**src/rtl/io_irq_pkg.sv**
```systemverilog
// Shared types and constants for the processor I/O and interrupt port.
// Latency: n/a (declarations only).
// Backpressure: n/a (declarations only).
package io_irq_pkg;

   localparam int BYTE_W = 8;
   localparam logic [BYTE_W-1:0] ACK_CODE_DEF = 8'hFF;

   typedef enum logic [1:0] {
      IDLE     = 2'd0,
      REQ      = 2'd1,
      WAIT_ACK = 2'd2,
      GAP      = 2'd3
   } irq_state_t;

endpackage

```
**src/rtl/io_irq_fifo.sv**
```systemverilog
// Small synchronous FIFO holding device bytes; head is shown first-word-fall-through.
// Latency: a pushed byte is visible on dout one cycle after the push edge when empty.
// Backpressure: push while full and pop while empty are ignored; full is combinational.
module io_irq_fifo
   import io_irq_pkg::*;
#(
   parameter int DEPTH = 4,
   parameter int W     = BYTE_W
) (
   input  logic         clk,
   input  logic         reset,
   input  logic         push,
   input  logic         pop,
   input  logic [W-1:0] din,
   output logic [W-1:0] dout,
   output logic         full,
   output logic         empty
);

   localparam int AW = $clog2(DEPTH);

   logic [W-1:0]  mem [DEPTH];
   logic [AW-1:0] wr_ptr;
   logic [AW-1:0] rd_ptr;
   logic [AW:0]   count;
   logic          do_push;
   logic          do_pop;

   assign full    = (count == DEPTH[AW:0]);
   assign empty   = (count == '0);
   assign do_push = push && !full;
   assign do_pop  = pop && !empty;
   assign dout    = mem[rd_ptr];

   // Storage array; contents need no reset because count gates visibility.
   always_ff @(posedge clk) begin
      if (do_push) mem[wr_ptr] <= din;
   end

   // Pointers wrap naturally because DEPTH is a power of two.
   always_ff @(posedge clk or posedge reset) begin
      if (reset) begin
         wr_ptr <= '0;
         rd_ptr <= '0;
         count  <= '0;
      end else begin
         if (do_push) wr_ptr <= wr_ptr + 1'b1;
         if (do_pop)  rd_ptr <= rd_ptr + 1'b1;
         case ({do_push, do_pop})
            2'b10:   count <= count + 1'b1;
            2'b01:   count <= count - 1'b1;
            default: count <= count;
         endcase
      end
   end

endmodule

```
**src/rtl/io_interrupt_port.sv**
```systemverilog
// Device-to-processor byte port: queues device bytes, interrupts per byte, waits for ISR ack; echoes processor bytes.
// Latency: byte pushed in cycle t shows on data_in with interrupt high in cycle t+2; echo strobe one cycle after data_out changes.
// Backpressure: dev_ready drops when the FIFO is full; optional IOIRQ_RETRY_STATS_EN adds retry_count and drop_flag.
module io_interrupt_port
   import io_irq_pkg::*;
#(
   parameter int                FIFO_DEPTH = 4,
   parameter logic [BYTE_W-1:0] ACK_CODE   = ACK_CODE_DEF,
   parameter int                IRQ_PULSE  = 2,
   parameter int                TIMEOUT    = 64
) (
   input  logic              clk,
   input  logic              reset,
   input  logic [BYTE_W-1:0] dev_data,
   input  logic              dev_valid,
   output logic              dev_ready,
   output logic [BYTE_W-1:0] data_in,
   output logic              interrupt,
`ifdef IOIRQ_RETRY_STATS_EN
   output logic [7:0]        retry_count,
   output logic [0:0]        drop_flag,
`endif
   input  logic [BYTE_W-1:0] data_out,
   output logic [BYTE_W-1:0] out_data,
   output logic              out_valid
);

   localparam int CNT_MAX = (TIMEOUT > IRQ_PULSE) ? TIMEOUT : IRQ_PULSE;
   localparam int CW      = $clog2(CNT_MAX + 1);

   irq_state_t        state, state_d;
   logic [CW-1:0]     cnt, cnt_d;
   logic              load;
   logic              pop;
   logic              timeout_hit;
   logic              ack;
   logic              full;
   logic              empty;
   logic [BYTE_W-1:0] fifo_dout;
   logic [BYTE_W-1:0] prev_data_out;

   assign dev_ready = !full;

   // Only the rising edge of an ACK match counts, so a held ACK acknowledges one byte.
   assign ack = (data_out == ACK_CODE) && (prev_data_out != ACK_CODE);

   io_irq_fifo #(
      .DEPTH (FIFO_DEPTH),
      .W     (BYTE_W)
   ) u_fifo (
      .clk   (clk),
      .reset (reset),
      .push  (dev_valid),
      .pop   (pop),
      .din   (dev_data),
      .dout  (fifo_dout),
      .full  (full),
      .empty (empty)
   );

   // Request sequencing: load head, pulse interrupt, wait for ack or re-issue on timeout.
   always_comb begin
      state_d     = state;
      cnt_d       = cnt;
      load        = 1'b0;
      pop         = 1'b0;
      timeout_hit = 1'b0;
      case (state)
         IDLE: begin
            if (!empty) begin
               load    = 1'b1;
               cnt_d   = '0;
               state_d = REQ;
            end
         end
         REQ: begin
            if (cnt == CW'(IRQ_PULSE - 1)) begin
               cnt_d   = '0;
               state_d = WAIT_ACK;
            end else begin
               cnt_d = cnt + 1'b1;
            end
         end
         WAIT_ACK: begin
            if (ack) begin
               pop     = 1'b1;
               cnt_d   = '0;
               state_d = GAP;
            end else if (cnt == CW'(TIMEOUT - 1)) begin
               timeout_hit = 1'b1;
               cnt_d       = '0;
               state_d     = REQ;
            end else begin
               cnt_d = cnt + 1'b1;
            end
         end
         GAP: begin
            // Stay until the ACK code is gone so it cannot ack the next byte.
            if (data_out != ACK_CODE) state_d = IDLE;
         end
         default: state_d = IDLE;
      endcase
   end

   // State register plus registered interrupt and data_in (changes only on load).
   always_ff @(posedge clk or posedge reset) begin
      if (reset) begin
         state     <= IDLE;
         cnt       <= '0;
         interrupt <= 1'b0;
         data_in   <= '0;
      end else begin
         state     <= state_d;
         cnt       <= cnt_d;
         interrupt <= (state_d == REQ);
         if (load) data_in <= fifo_dout;
      end
   end

   // Output echo: strobe on each change of data_out except into the ACK code.
   always_ff @(posedge clk or posedge reset) begin
      if (reset) begin
         prev_data_out <= ACK_CODE;
         out_data      <= '0;
         out_valid     <= 1'b0;
      end else begin
         prev_data_out <= data_out;
         if ((data_out != prev_data_out) && (data_out != ACK_CODE)) begin
            out_data  <= data_out;
            out_valid <= 1'b1;
         end else begin
            out_valid <= 1'b0;
         end
      end
   end

`ifdef IOIRQ_RETRY_STATS_EN
   // Retry statistics: saturating timeout count and sticky overflow-drop flag.
   always_ff @(posedge clk or posedge reset) begin
      if (reset) begin
         retry_count <= '0;
         drop_flag   <= 1'b0;
      end else begin
         if (timeout_hit && (retry_count != 8'hFF))
            retry_count <= retry_count + 1'b1;
         else if (pop && (retry_count != 8'hFF))
            retry_count <= '0;
         if (dev_valid && full) drop_flag <= 1'b1;
      end
   end
`endif

endmodule

```
**config.mk**
```make
export PLATFORM = sky130hd
export DESIGN_NAME = io_interrupt_port
export DESIGN_NICKNAME = d
export VERILOG_FILES = /design/src/rtl/io_irq_pkg.sv /design/src/rtl/io_irq_fifo.sv /design/src/rtl/io_interrupt_port.sv
export SDC_FILE = /design/constraint.sdc
export NUM_CORES = 1
export LEC_CHECK = 0
export CAP_MARGIN = 10
export CORE_ASPECT_RATIO = 0.75
export CORE_MARGIN = 2
export CORE_UTILIZATION = 44
export DETAILED_ROUTE_END_ITERATION = 12
export PLACE_DENSITY = 0.75
export REMOVE_ABC_BUFFERS = 1
export SETUP_SLACK_MARGIN = 0.3
export SYNTH_ARGS = -nofsm -noshare
export SYNTH_HDL_FRONTEND = slang
export SYNTH_SLANG_ARGS = --single-unit
```
**constraint.sdc**
```tcl
create_clock -name clk -period 4.5 [get_ports clk]
set_input_delay 1.35 -clock clk [delete_from_list [all_inputs] [get_ports clk]]
set_output_delay 1.35 -clock clk [all_outputs]
set_load 0.005 [all_outputs]
```
# ---- Yosys cells after proc, flatten, opt, wreduce, memory -nomap -nowiden
# Memories as Yosys holds them, arrays and structs flattened. A register that Yosys moved wholly into a read port is not among the register bits.
# Index checks and enable logic that the tools add are counted.
dict set report classes {
  n_eq_ne 14
  reduce_logical 11
  n_addsub 5
  muxes 19
}
# op count
set op_table {}
lappend op_table {{$mux 7} 4}
lappend op_table {{$pmux 7 s3} 1}
lappend op_table {{$ne 8x8->1 const B} 2}
lappend op_table {{$mux 2} 5}
lappend op_table {{$eq 8x8->1 const B} 1}
lappend op_table {{$ne 8x8->1} 1}
lappend op_table {{$pmux 2 s4} 1}
lappend op_table {{$add 7x1->7 const B} 1}
lappend op_table {{$eq 7x1->1 const B} 1}
lappend op_table {{$eq 7x6->1 const B} 1}
lappend op_table {{$mux 1} 7}
lappend op_table {{$eq 2x1->1 const B} 3}
lappend op_table {{$eq 2x2->1 const B} 3}
lappend op_table {{$pmux 3 s2} 1}
lappend op_table {{$add 2x1->2 const B} 2}
lappend op_table {{$logic_and 1x1->1} 4}
lappend op_table {{$add 3x1->3 const B} 1}
lappend op_table {{$eq 3x3->1 const B} 1}
lappend op_table {{$logic_not 3->1} 1}
lappend op_table {{$reduce_bool 3->1} 1}
lappend op_table {{$sub 3x1->3 const B} 1}
lappend op_table {{$logic_not 1->1} 2}
lappend op_table {{$logic_not 2->1} 1}
lappend op_table {{$ne 2x2->1 const B} 1}
lappend op_table {{other kinds (2)} 2}
dict set report totals {
  ramBits 32
  memories 1
  register_bits 34
  input_bits 19
  out_inout_bits 19
  word_cells 59
}
# memory depth width read_ports rd_clocked_by_memory_dff wr line
set mem_list {}
lappend mem_list {u_fifo.mem 4 8 1 1 1 io_irq_fifo.sv:22} ;# logic [W-1:0] mem [DEPTH];

# ---- Longest topological paths before layout
# Gate-level depths: netlist (run 1).
dict set report depth {
  ltp_word 7
  ltp_mapped 10
  mapped_depth_nobuf 10
}

# ---- Cells and area by module
# Synthesis (run 1) repeated with hierarchy kept, for this count alone.
dict set report hier_totals {
  cells_unflattened 217
  hier_area_um2 3276.9
}
# module n_inst seq_area_each_um2 cells_each area_each_um2
set by_module_without_submodules {}
lappend by_module_without_submodules {io_interrupt_port 1 885.8 137 1680.4}
lappend by_module_without_submodules {io_irq_fifo 1 1136.1 80 1596.5}

# ---- Least setup slack after synthesis (run 1)
# Ideal clock, no wire load.
dict set report synth_timing {
  path_kind {input-to-reg}
  startpoint {input data_out[6]}
  endpoint {register u_fifo.count[2]}
  arrival_ns 2.895
  setup_time_ns 0.079
  setup_slack_ns 1.526
  path_buffers 0
  required_time_ns 4.421
  cell_stages 9
  cell_sequence {and4_1 > o2111ai_1 > nor2_1 > ha_1 > inv_1 > fa_1 > xor2_1 > nor2_1 > xor2_1}
}
dict set report synth_between {
  elab_chain_len 7
  word_cells_on_any_way 9
  cone_classes {eq/ne (3); mux (3); reduce/logical (3)}
}
# element line
set synth_rtl {}
lappend synth_rtl {{start, declared} io_interrupt_port.sv:23} ;# input logic [BYTE_W-1:0] data_out,
lappend synth_rtl {{$eq 8x8->1 (*)} io_interrupt_port.sv:45} ;# assign ack = (data_out == ACK_CODE) && (prev_data_out != ACK_CODE);
lappend synth_rtl {{$logic_and 1x1->1 (*)} io_interrupt_port.sv:45}
lappend synth_rtl {{$mux 1 (*)} io_interrupt_port.sv:85} ;# if (ack) begin
lappend synth_rtl {{$mux 1 (*)} io_interrupt_port.sv:68} ;# case (state)
lappend synth_rtl {{$logic_and 1x1->1 (*)} io_irq_fifo.sv:32} ;# assign do_pop = pop && !empty;
lappend synth_rtl {{named net u_fifo.do_pop} io_irq_fifo.sv:27} ;# logic do_pop;
lappend synth_rtl {{$eq 2x1->1 or $eq 2x2->1 (tied branches)} io_irq_fifo.sv:49} ;# case ({do_push, do_pop})
lappend synth_rtl {{$pmux 3 s2 or $reduce_bool 2->1 (tied branches)} --}
lappend synth_rtl {{end signal, assigned} io_irq_fifo.sv:50} ;# 2'b10: count <= count + 1'b1;
lappend synth_rtl {{end signal, assigned} io_irq_fifo.sv:51} ;# 2'b01: count <= count - 1'b1;
lappend synth_rtl {{end signal, assigned} io_irq_fifo.sv:52} ;# default: count <= count;
lappend synth_rtl {{end, declared} io_irq_fifo.sv:25} ;# logic [AW:0] count;
# The timed path passes the listed nets; every way through them passes the cells marked *.
# A chain may end at the register's enable or synchronous reset.

# ---- Worst setup path in the final report (run 1)
dict set report layout_timing {
  startpoint {input data_out[1]}
  endpoint {register u_fifo.count[2]}
}
# Same word-level chain as after synthesis.

==> results of run 1 <==
registers in the layout (all words and copies together), names as in the netlist:
signal	count
cnt	7
data_in	8
interrupt	1
out_data	8
out_valid	1
prev_data_out	8
state	2
u_fifo.count	3
u_fifo.mem	32
u_fifo.rd_ptr	2
u_fifo.wr_ptr	2
worst max-delay path, delay by kind of cell:
kind	cells	cell delay (ps)
buffers and inverters	2	620
AOI/OAI and AO/OA	1	190
and+or+nand+nor	3	640
adders and majority gates	2	590
xor gates and xnor gates	2	300
where the power goes:
group          internal (uW)  total [uW]  leakage, uW  switching (uW)
sequential               803         840     0.000792            37.4
clock                    317         568     0.000112             251
combinational           90.9         207     0.000633             116
logic make-up (layout without fill, tap and decap cells):
family | count (synthesis) | count (layout) | share of synthesized area (%)
XOR/XNOR | 14 | 14 | 3.85
buffers and inverters | 12 | 64 | 1.45
multiplexers | 25 | 25 | 11.6
flip-flops | 74 | 74 | 63.5
adder cells (fa/ha/maj) | 14 | 14 | 5.74
AO/OA/AOI/OAI | 29 | 29 | 6.53
AND/OR/NAND/NOR | 41 | 41 | 7.27
cells in the mapped netlist, drive strengths merged, types with 2 or more instances:
library cell,n,area (sq um)
inv,10,37.5
o2bb2ai,4,35.0
nor4,2,12.5
nand4,2,12.5
ha,13,163
mux2,16,180
nand3,2,10.0
and4,2,17.5
nand2,11,41.3
and2,2,12.5
xor2,11,96.3
o21ai,9,45.0
nor2,3,11.3
dfrtp,34,851
nand2b,4,25.0
and3,7,43.8
mux4,8,180
dfstp,8,210
xnor2,3,26.3
a21oi,4,23.8
edfxtp,32,961
nor3,2,10.0
buf,2,8.75
worst paths after layout:
kind                                    end  slack, ps  depth (start not counted)
min in group asynchronous  u_fifo.rd_ptr[0]       1350                          2
max                         u_fifo.count[2]       1100                         10
min reg2reg                      data_in[1]        510                          1
min                              data_in[1]        510                          1
max in group asynchronous  prev_data_out[1]       2370                          3
max reg2reg                 u_fifo.count[2]       2050                         10
through the flow:
step                setup slack [ps]  cells
floorplan                       1530    207
global placement                 851    343
detailed placement               740    343
CTS                             1110    359
global route                     912    359
finish                          1100    359
routing by layer:
layer  up-vias  track usage, %  part of all wire, %
li1        874               -                    -
met1       914            23.6                   52
met2        38            22.4                   44
met3         7            6.04                  3.6
met4         0            4.93                  1.1
met5         -               0                    0
final cells by class:
class / instances / area, sq um
well taps: 98 / 123
fillers: 569 / 3000
clock inverters: 7 / 98.8
flip-flops and latches: 74 / 2020
inverters: 10 / 37.5
clock buffers: 9 / 124
multi-input cells: 123 / 1110
repair buffers: 38 / 378
==> results.py, run 1 <==
metrics = {
    "run": {
        "maxCapViolCount": 0,
    },
    "power_and_ir_drop": {
        "vdd_drop_max_v": 0.000200,
        "power.leakage_uw": 0.00154,
        "power_density_nw_per_um2": 414,
        "finalPower_uw": 1620,
    },
    "status": {
        "status": "completed",
    },
    "route": {
        "drc_errors": 0,
        "drt_iter0_markers": 93,
        "wl_per_cell_um": 15.7,
        "wirelength_um": 5650,
        "post_drt_via_cell_ratio": 5.11,
        "drtPass1Iterations": 4,
        "ant_nets": 0,
        "num_vias": 1833,
    },
    "critical_path": {
        "cp_max_fo": 4,
        "setup.worst_path.class": "in -> reg",
        "worstPathArrival_ps": 3680,
        "crit_chain": "clkdlybuf4s50_1, and4_1, o2111ai_1, nor2_1, ha_1, inv_1, fa_1, xor2_1, nor2_1, xor2_1",
        "r2r_start": "state[0]",
        "crit_slowest_cell": "clkdlybuf4s50_1",
        "crit_required_ps": 4780,
        "startpoint_type": "input port",
        "cp-startpoint": "data_out[1]",
        "endpoint_kind": "flip-flop",
        "cp_slowest_stage_delay_ps": 560,
    },
    "cts": {
        "hold_buffers": 0,
        "clk_pin_slew_worst_paths_ps": 80,
        "h-tree-depth": 3,
        "worstSkewPairLatency_ps": 340,
        "numCtsBuffers": 9,
        "cts-resized-gates": 0,
        "postCtsSetupBuffers": 0,
        "cts.sinks": 74,
        "cts_tree": "yes",
        "cts-root-buf": "clkbuf_8",
        "cts_buffer_depth": 2,
    },
    "timing": {
        "finalSetupViolCount": 0,
        "worst_pin_slew_ps": 786,
        "post-route-period-util_pct": 75.6,
        "hold_violations": 0,
        "fmax_mhz": 294,
        "drv_slew": 0,
        "finClkSkew_ps": 9.63,
        "slew_headroom_pct": 47.3,
        "finalCriticalPeriod_ps": 3400,
        "hold_ws_ps": 506,
        "rsz0062_at_grt": "false",
        "setup_tns_ps": 0,
    },
    "global_routing": {
        "grt_pass1_wl_um": 9580,
        "antenna_found_initial": 0,
        "grt_pass1_vias": 1882,
        "grtUsageTotal_pct": 16.1,
        "gr-total-overflow": 0,
        "grt_max_degree": 23,
    },
    "placement": {
        "place_area_sq_um": 3670,
        "place_hpwl_um": 4040,
        "place_congestion": 0.806,
        "portBuffers": 37,
    },
    "layout": {
        "final_cell_mix": "clkdlybuf4s50_1, dfrtp_1, edfxtp_1",
        "finalInstanceArea_sq_um": 3900,
        "area_growth_pct": 22.4,
        "fin_nets": 289,
        "final_common_cell": "clkdlybuf4s50_1",
        "drive_above_1_share_pct": 19.9,
        "fin_util_pct": 56.5,
        "num_antenna_cells": 0,
    },
    "floorplan": {
        "chipHeight_um": 77.7,
        "rows": 26,
        "design.core.area_sq_um": 6900,
        "pin_count": 38,
        "initial_core_util_pct": 46.2,
        "dieArea_sq_um": 7940,
        "die_w_um": 102,
    },
    "logic_synthesis": {
        "avgSynthCellArea_sq_um": 15.2,
        "ys_seq_area_share_pct": 63.5,
        "synthFlopType": "dfrtp_1",
        "yosysWarningCount": 0,
        "synthCells": 209,
        "async_flop_share_pct": 56.8,
        "ys_seq_elements": 74,
        "yosysUniqueCellTypes": 44,
        "synth_edf_count": 32,
        "netlist_area_sq_um": 3180,
    },
    "hold_path": {
        "holdCritStartpoint": "data_in[1]",
        "hold_path.class": "reg -> reg",
    },
}
Note: power is estimated with default switching activity, not from simulation.
==> inputs of run 2 (changes only) <==
--- a/config.mk
+++ b/config.mk
@@ -10,7 +10,7 @@
 export CORE_MARGIN = 2
 export CORE_UTILIZATION = 44
 export DETAILED_ROUTE_END_ITERATION = 12
-export PLACE_DENSITY = 0.75
+export PLACE_DENSITY = 0.78
 export REMOVE_ABC_BUFFERS = 1
 export SETUP_SLACK_MARGIN = 0.3
 export SYNTH_ARGS = -nofsm -noshare
==> constraint.sdc (replaced) <==
create_clock -name clk -period 3 [get_ports clk]
set_input_delay 0.9 -clock clk [delete_from_list [all_inputs] [get_ports clk]]
set_output_delay 0.9 -clock clk [all_outputs]
set_load 0.005 [all_outputs]
==> run 2 against run 1 <==
Compared with the run above:
- power grew 50%
- count of clock-buffer cells in the layout grew 2
- sequential cell count is the same
- hold slack gained 0.67 ps
- sequential power grew 50%
- combinational power grew 65%
- first-iteration DRC count shrank 22%
- via count grew 5.5%
- die area is the same
- routed wire length grew 7.6%
- register-to-register slack lost 1400 ps
- critical path type is now reg -> out
- largest power group unchanged
- highest routed layer unchanged
==> results.py, run 2 (synthesis gave the netlist of run 1 again) <==
metrics = {
    "status": {
        "status": "completed",
    },
    "timing": {
        "rsz0062_at_grt": "false",
        "fmax_mhz": 402,
        "final.setup.worst_slack_ps": 510,
        "drv_slew": 0,
        "hold_violations": 0,
        "slew_headroom_pct": 59.8,
        "finalCriticalPeriod_ps": 2490,
        "worst_pin_slew_ps": 604,
        "setup_tns_ps": 0,
        "finalSetupViolCount": 0,
        "finClkSkew_ps": 10.3,
        "post-route-period-util_pct": 83.0,
    },
    "route": {
        "post_drt_via_cell_ratio": 5.15,
        "drtPass1Iterations": 4,
        "drc_errors": 0,
        "drt-met1-wl_um": 2760,
        "route.top_layer_used": "met4",
        "wl_per_cell_um": 16.2,
        "wl_met2_um": 2890,
        "wirelength_um": 6070,
        "dr_wl_met3_um": 351,
        "num_vias": 1933,
        "drt_iter0_markers": 73,
        "ant_nets": 0,
    },
    "layout": {
        "final_cell_mix": "dfrtp_1, edfxtp_1, clkdlybuf4s50_1",
        "final_common_cell": "dfrtp_1",
        "regMostFlops": "u_fifo.mem",
        "fillers": 546,
        "fin_nets": 305,
        "largest_reg_flops": 32,
        "area_growth_pct": 27.9,
        "drive_above_1_share_pct": 26.4,
        "num_antenna_cells": 0,
    },
    "global_routing": {
        "grt_max_degree": 43,
        "antenna_found_initial": 0,
        "grt_pass1_wl_um": 9410,
        "gr-total-overflow": 0,
        "grt_pass1_vias": 1964,
        "grtUsageTotal_pct": 16.0,
    },
    "placement": {
        "place_hpwl_um": 4010,
        "place_congestion": 0.808,
        "place_ws_ps": -112,
        "portBuffers": 37,
    },
    "cts": {
        "cts_tree": "yes",
        "cts.sinks": 74,
        "h-tree-depth": 3,
        "cts-root-buf": "clkbuf_8",
        "numCtsBuffers": 9,
        "hold_buffers": 0,
        "clk_pin_slew_worst_paths_ps": 70,
        "worstSkewPairLatency_ps": 340,
        "cts_buffer_depth": 2,
    },
    "power_and_ir_drop": {
        "swShare_pct": 24.6,
        "pwr-share-comb_pct": 14.1,
        "p_int_uw": 1830,
        "power.leakage_uw": 0.00168,
        "clkPwrFrac_pct": 33.8,
        "power_density_nw_per_um2": 594,
        "p_seq_share_pct": 52.1,
        "vdd_drop_max_v": 0.000276,
        "p_switching_uw": 594,
    },
    "critical_path": {
        "startpoint_type": "flip-flop",
        "cp_max_fo": 6,
        "setup.worst_path.class": "reg -> out",
        "worstPathArrival_ps": 1590,
        "crit_required_ps": 2100,
        "endpoint_kind": "primary output",
    },
    "run": {
        "maxCapViolCount": 0,
    },
    "floorplan": {
        "pin_count": 38,
        "initial_core_util_pct": 46.2,
        "dieArea_sq_um": 7940,
        "die_w_um": 102,
        "rows": 26,
        "chipHeight_um": 77.7,
        "design.core.area_sq_um": 6900,
    },
    "hold_path": {
        "hold_path.class": "reg -> reg",
    },
}
==> run 2: cell types whose count changed in the layout (fill, tap and decap cells not counted), moves of 2 or more <==
cell             before  now
and4_1                2    0
and4_4                0    2
buf_4                 1   17
clkbuf_1              0    2
clkdlybuf4s50_1      37   29
clkinv_1              2    0
clkinvlp_4            0    2
dlymetal6s2s_1        0    8
inv_6                 3    0
==> run 2: critical path, cell delays in order, from the launching register on <==
cell	delay (ps)
dfrtp_1	400
inv_1	140
nand3_1	210
clkdlybuf4s50_1	510
==> run 2: worst paths after layout <==
| path | from | endpoint | slack, ps | depth (start not counted) |
|---|---|---|---|---|
| setup reg to reg | state[0] | u_fifo.count[2] | 680 | 10 |
| hold reg to reg | data_in[3] | data_in[3] | 510 | 1 |
| min in group asynchronous | reset | data_in[5] | 990 | 3 |
| max in group asynchronous | reset | prev_data_out[6] | 1630 | 3 |
| setup / recovery | u_fifo.count[1] | dev_ready | 510 | 3 |
| hold / removal | data_in[3] | data_in[3] | 510 | 1 |
==> run 2: cell type report <==
type                            count  area (sq um)  share of cell area [%]
Tap cell                           98           123                    3.01
Clock inverter                      5          80.1                    1.97
Sequential cell                    74          2020                    49.7
Inverter                           10          37.5                   0.922
Timing Repair Buffer               54           518                    12.7
Clock buffer                       11           131                    3.23
Multi-Input combinational cell    123          1160                    28.5
==> run 2: power by group through the flow <==
| stage | Sequential [uW] | Clock, uW | Combinational [uW] |
|---|---|---|---|
| final | 1260 | 817 | 342 |
| after global routing | 1270 | 878 | 389 |
| after CTS | 1260 | 839 | 342 |
| after detailed placement | 1280 | 0 | 333 |
| after global placement | 1270 | 0 | 311 |
| after floorplan | 1260 | 0 | 202 |
==> run 2: per-stage QoR <==
step / hold WS (ps) / total power (uW) / instances / instance area [sq um] / utilization (%)
finish: 507 / 2420 / 375 / 4070 / 59.0
global route: 521 / 2540 / 375 / 4070 / 59.0
CTS: 507 / 2440 / 373 / 4020 / 58.2
detailed placement: 491 / 1610 / 356 / 3770 / 54.7
global placement: 488 / 1590 / 356 / 3770 / 54.7
floorplan: 462 / 1470 / 207 / 3170 / -
==> run 2: per-layer routing <==
metal	global-route usage (%)	vias to the layer above
li1	-	899
met1	21.1	984
met2	24.5	42
met3	6.13	8
met4	5.20	0
met5	0	-
==> run 2: repair_timing <==
action,4_1_cts,5_1_grt
endpoints found under the hold margin,0,0
resized for setup,5,12
buffers inserted,1,2
setup endpoints to repair,1,1
cloned,0,0
pin swaps,4,8
==> inputs of run 3 (changes only) <==
==> constraint.sdc (replaced) <==
create_clock -name clk -period 2.1 [get_ports clk]
set_input_delay 0.63 -clock clk [delete_from_list [all_inputs] [get_ports clk]]
set_output_delay 0.63 -clock clk [all_outputs]
set_load 0.005 [all_outputs]
==> run 3 against run 2 <==
Compared with the run above:
- the run now ends with setup timing left
- power rose by 48%
- clock skew rose by 2.9 ps
- critical path depth rose by 6
- combinational power rose by 140%
- final cell count rose by 11%
- sequential share of layout area fell by 5.0 points
- first-iteration DRC count rose by 74%
- largest cell class unchanged
==> results.py, run 3 (synthesis gave the netlist of run 1 again) <==
metrics = {
    "status": {
        "status": "complete, but fails checks",
        "violations": "setup timing",
    },
    "global_routing": {
        "antenna_found_initial": 0,
        "grtUsageTotal_pct": 18.7,
        "grt_max_degree": 43,
        "grt_pass1_vias": 2199,
        "gr-total-overflow": 0,
        "grt_pass1_wl_um": 11000,
    },
    "critical_path": {
        "cp_max_fo": 6,
        "rr_worst_depth": 9,
        "rrSetupSlack_ps": -150,
        "crit-reg2reg-capture": "cnt[6]",
        "endpoint_kind": "flip-flop",
        "setup.worst_path.class": "reg -> reg",
        "crit_required_ps": 2360,
        "worstPathArrival_ps": 2510,
        "r2r_start": "prev_data_out[7]",
        "startpoint_type": "flip-flop",
    },
    "cts": {
        "worstSkewPairLatency_ps": 350,
        "clk_pin_slew_worst_paths_ps": 80,
        "cts_buffer_depth": 2,
        "cts-root-buf": "clkbuf_8",
        "cts_tree": "yes",
        "h-tree-depth": 3,
        "cts.sinks": 74,
        "hold_buffers": 0,
        "numCtsBuffers": 9,
    },
    "power_and_ir_drop": {
        "p_seq_share_pct": 50.0,
        "pwr-share-comb_pct": 22.9,
        "power_density_nw_per_um2": 793,
        "clkPwrFrac_pct": 27.1,
        "finalPower_uw": 3590,
        "power.leakage_uw": 0.00190,
        "swShare_pct": 27.5,
        "p_switching_uw": 989,
        "vdd_drop_max_v": 0.000462,
        "p_int_uw": 2600,
    },
    "layout": {
        "fillers": 502,
        "regMostFlops": "u_fifo.mem",
        "final_common_cell": "buf_4",
        "largest_reg_flops": 32,
        "finalNonFillerCells": 417,
        "fin_nets": 347,
        "area_growth_pct": 42.3,
        "num_antenna_cells": 0,
        "drive_above_1_share_pct": 46.4,
        "final_cell_mix": "buf_4, dfrtp_1, edfxtp_1",
    },
    "timing": {
        "hold_violations": 0,
        "fmax_mhz": 444,
        "drv_slew": 0,
        "slew_headroom_pct": 71.4,
        "hold_ws_ps": 409,
        "rsz0062_at_grt": "true",
        "finalCriticalPeriod_ps": 2250,
        "final.setup.worst_slack_ps": -151,
        "finalSetupViolCount": 8,
        "worst_pin_slew_ps": 430,
        "post-route-period-util_pct": 107,
        "finClkSkew_ps": 13.2,
    },
    "route": {
        "post_drt_via_cell_ratio": 5.17,
        "wl_per_cell_um": 17.3,
        "wirelength_um": 7210,
        "drt_iter0_markers": 127,
        "num_vias": 2157,
        "drc_errors": 0,
        "drtPass1Iterations": 4,
        "ant_nets": 0,
    },
    "placement": {
        "dpl.cell_count": 368,
        "place_hpwl_um": 4130,
        "portBuffers": 37,
        "place_congestion": 0.853,
    },
    "hold_path": {
        "hold_path.class": "in -> reg",
        "worstHoldEndpoint": "prev_data_out[7]",
        "holdCritStartpoint": "data_out[7]",
        "min_path_cells": 1,
    },
    "floorplan": {
        "pin_count": 38,
        "chipHeight_um": 77.7,
        "dieArea_sq_um": 7940,
        "die_w_um": 102,
        "initial_core_util_pct": 46.2,
        "design.core.area_sq_um": 6900,
        "rows": 26,
    },
    "run": {
        "maxCapViolCount": 0,
    },
}
==> run 3: cell count changes in the layout (fill, tap and decap cells not counted), moves of 7 or more <==
cell / before / now
buf_2: 0 / 7
buf_4: 17 / 40
buf_6: 0 / 15
clkdlybuf4s50_1: 29 / 10
dlygate4sd2_1: 0 / 18
dlymetal6s2s_1: 8 / 0
==> run 3: metrics by stage <==
| step | utilization (%) | TNS, ps | worst slack (ps) | instance area [sq um] |
|---|---|---|---|---|
| global route | 65.7 | -1480 | -245 | 4530 |
| CTS | 63.5 | -219 | -42.7 | 4380 |
| floorplan | - | -154 | -154 | 3170 |
| detailed placement | 56.9 | -8290 | -806 | 3930 |
| global placement | 56.9 | -8220 | -767 | 3930 |
| finish | 65.7 | -819 | -151 | 4530 |
==> run 3: power by group through the flow <==
stage | Combinational, uW | Sequential [uW] | Clock (uW)
after floorplan | 288 | 1810 | 0
after global placement | 561 | 1820 | 0
after detailed placement | 589 | 1830 | 0
after CTS | 737 | 1790 | 988
after global routing | 895 | 1810 | 1050
final | 821 | 1800 | 974
==> run 3: routing by layer <==
| metal | routed length [um] | global-route usage [%] | up-vias |
|---|---|---|---|
| li1 | - | - | 984 |
| met1 | 2950 | 23.5 | 1080 |
| met2 | 3670 | 30.5 | 76 |
| met3 | 438 | 5.23 | 17 |
| met4 | 157 | 8.00 | 0 |
| met5 | 0 | 0 | - |
==> run 3: how the worst max path moves through the flow <==
stage | from | endpoint | slack, ps
3_3_place_gp | data_out[7] | u_fifo.count[2] | -770
2_1_floorplan | data_out[6] | u_fifo.count[2] | -150
5_1_grt | prev_data_out[7] | cnt[6] | -240
4_1_cts | prev_data_out[2] | u_fifo.rd_ptr[0] | -40
6_report | prev_data_out[7] | cnt[6] | -150
3_5_place_dp | data_out[7] | u_fifo.count[2] | -810
==> run 3: layout make-up <==
| type | count | area [sq um] | share of cell area [%] |
|---|---|---|---|
| Clock buffer | 11 | 141 | 3.12 |
| Tap cell | 98 | 123 | 2.71 |
| Clock inverter | 5 | 30.0 | 0.663 |
| Sequential cell | 74 | 2020 | 44.7 |
| Timing Repair Buffer | 95 | 862 | 19.0 |
| Inverter | 10 | 40.0 | 0.884 |
| Multi-Input combinational cell | 124 | 1310 | 28.9 |
==> run 3: worst max-delay path, stage by stage, from the launching register on <==
cell and delay, ps:
dfstp_2 550, nand4_1 170, buf_4 200, buf_6 100, buf_6 100, buf_6 100
o211ai_1 220, a41oi_2 240, or2_4 330, o2bb2ai_2 160
==> run 3: what timing repair did <==
item	CTS	global route
cloned	0	1
endpoints found under the setup margin	43	21
gates resized for setup	93	17
buffers inserted	25	7
pin swaps	18	13
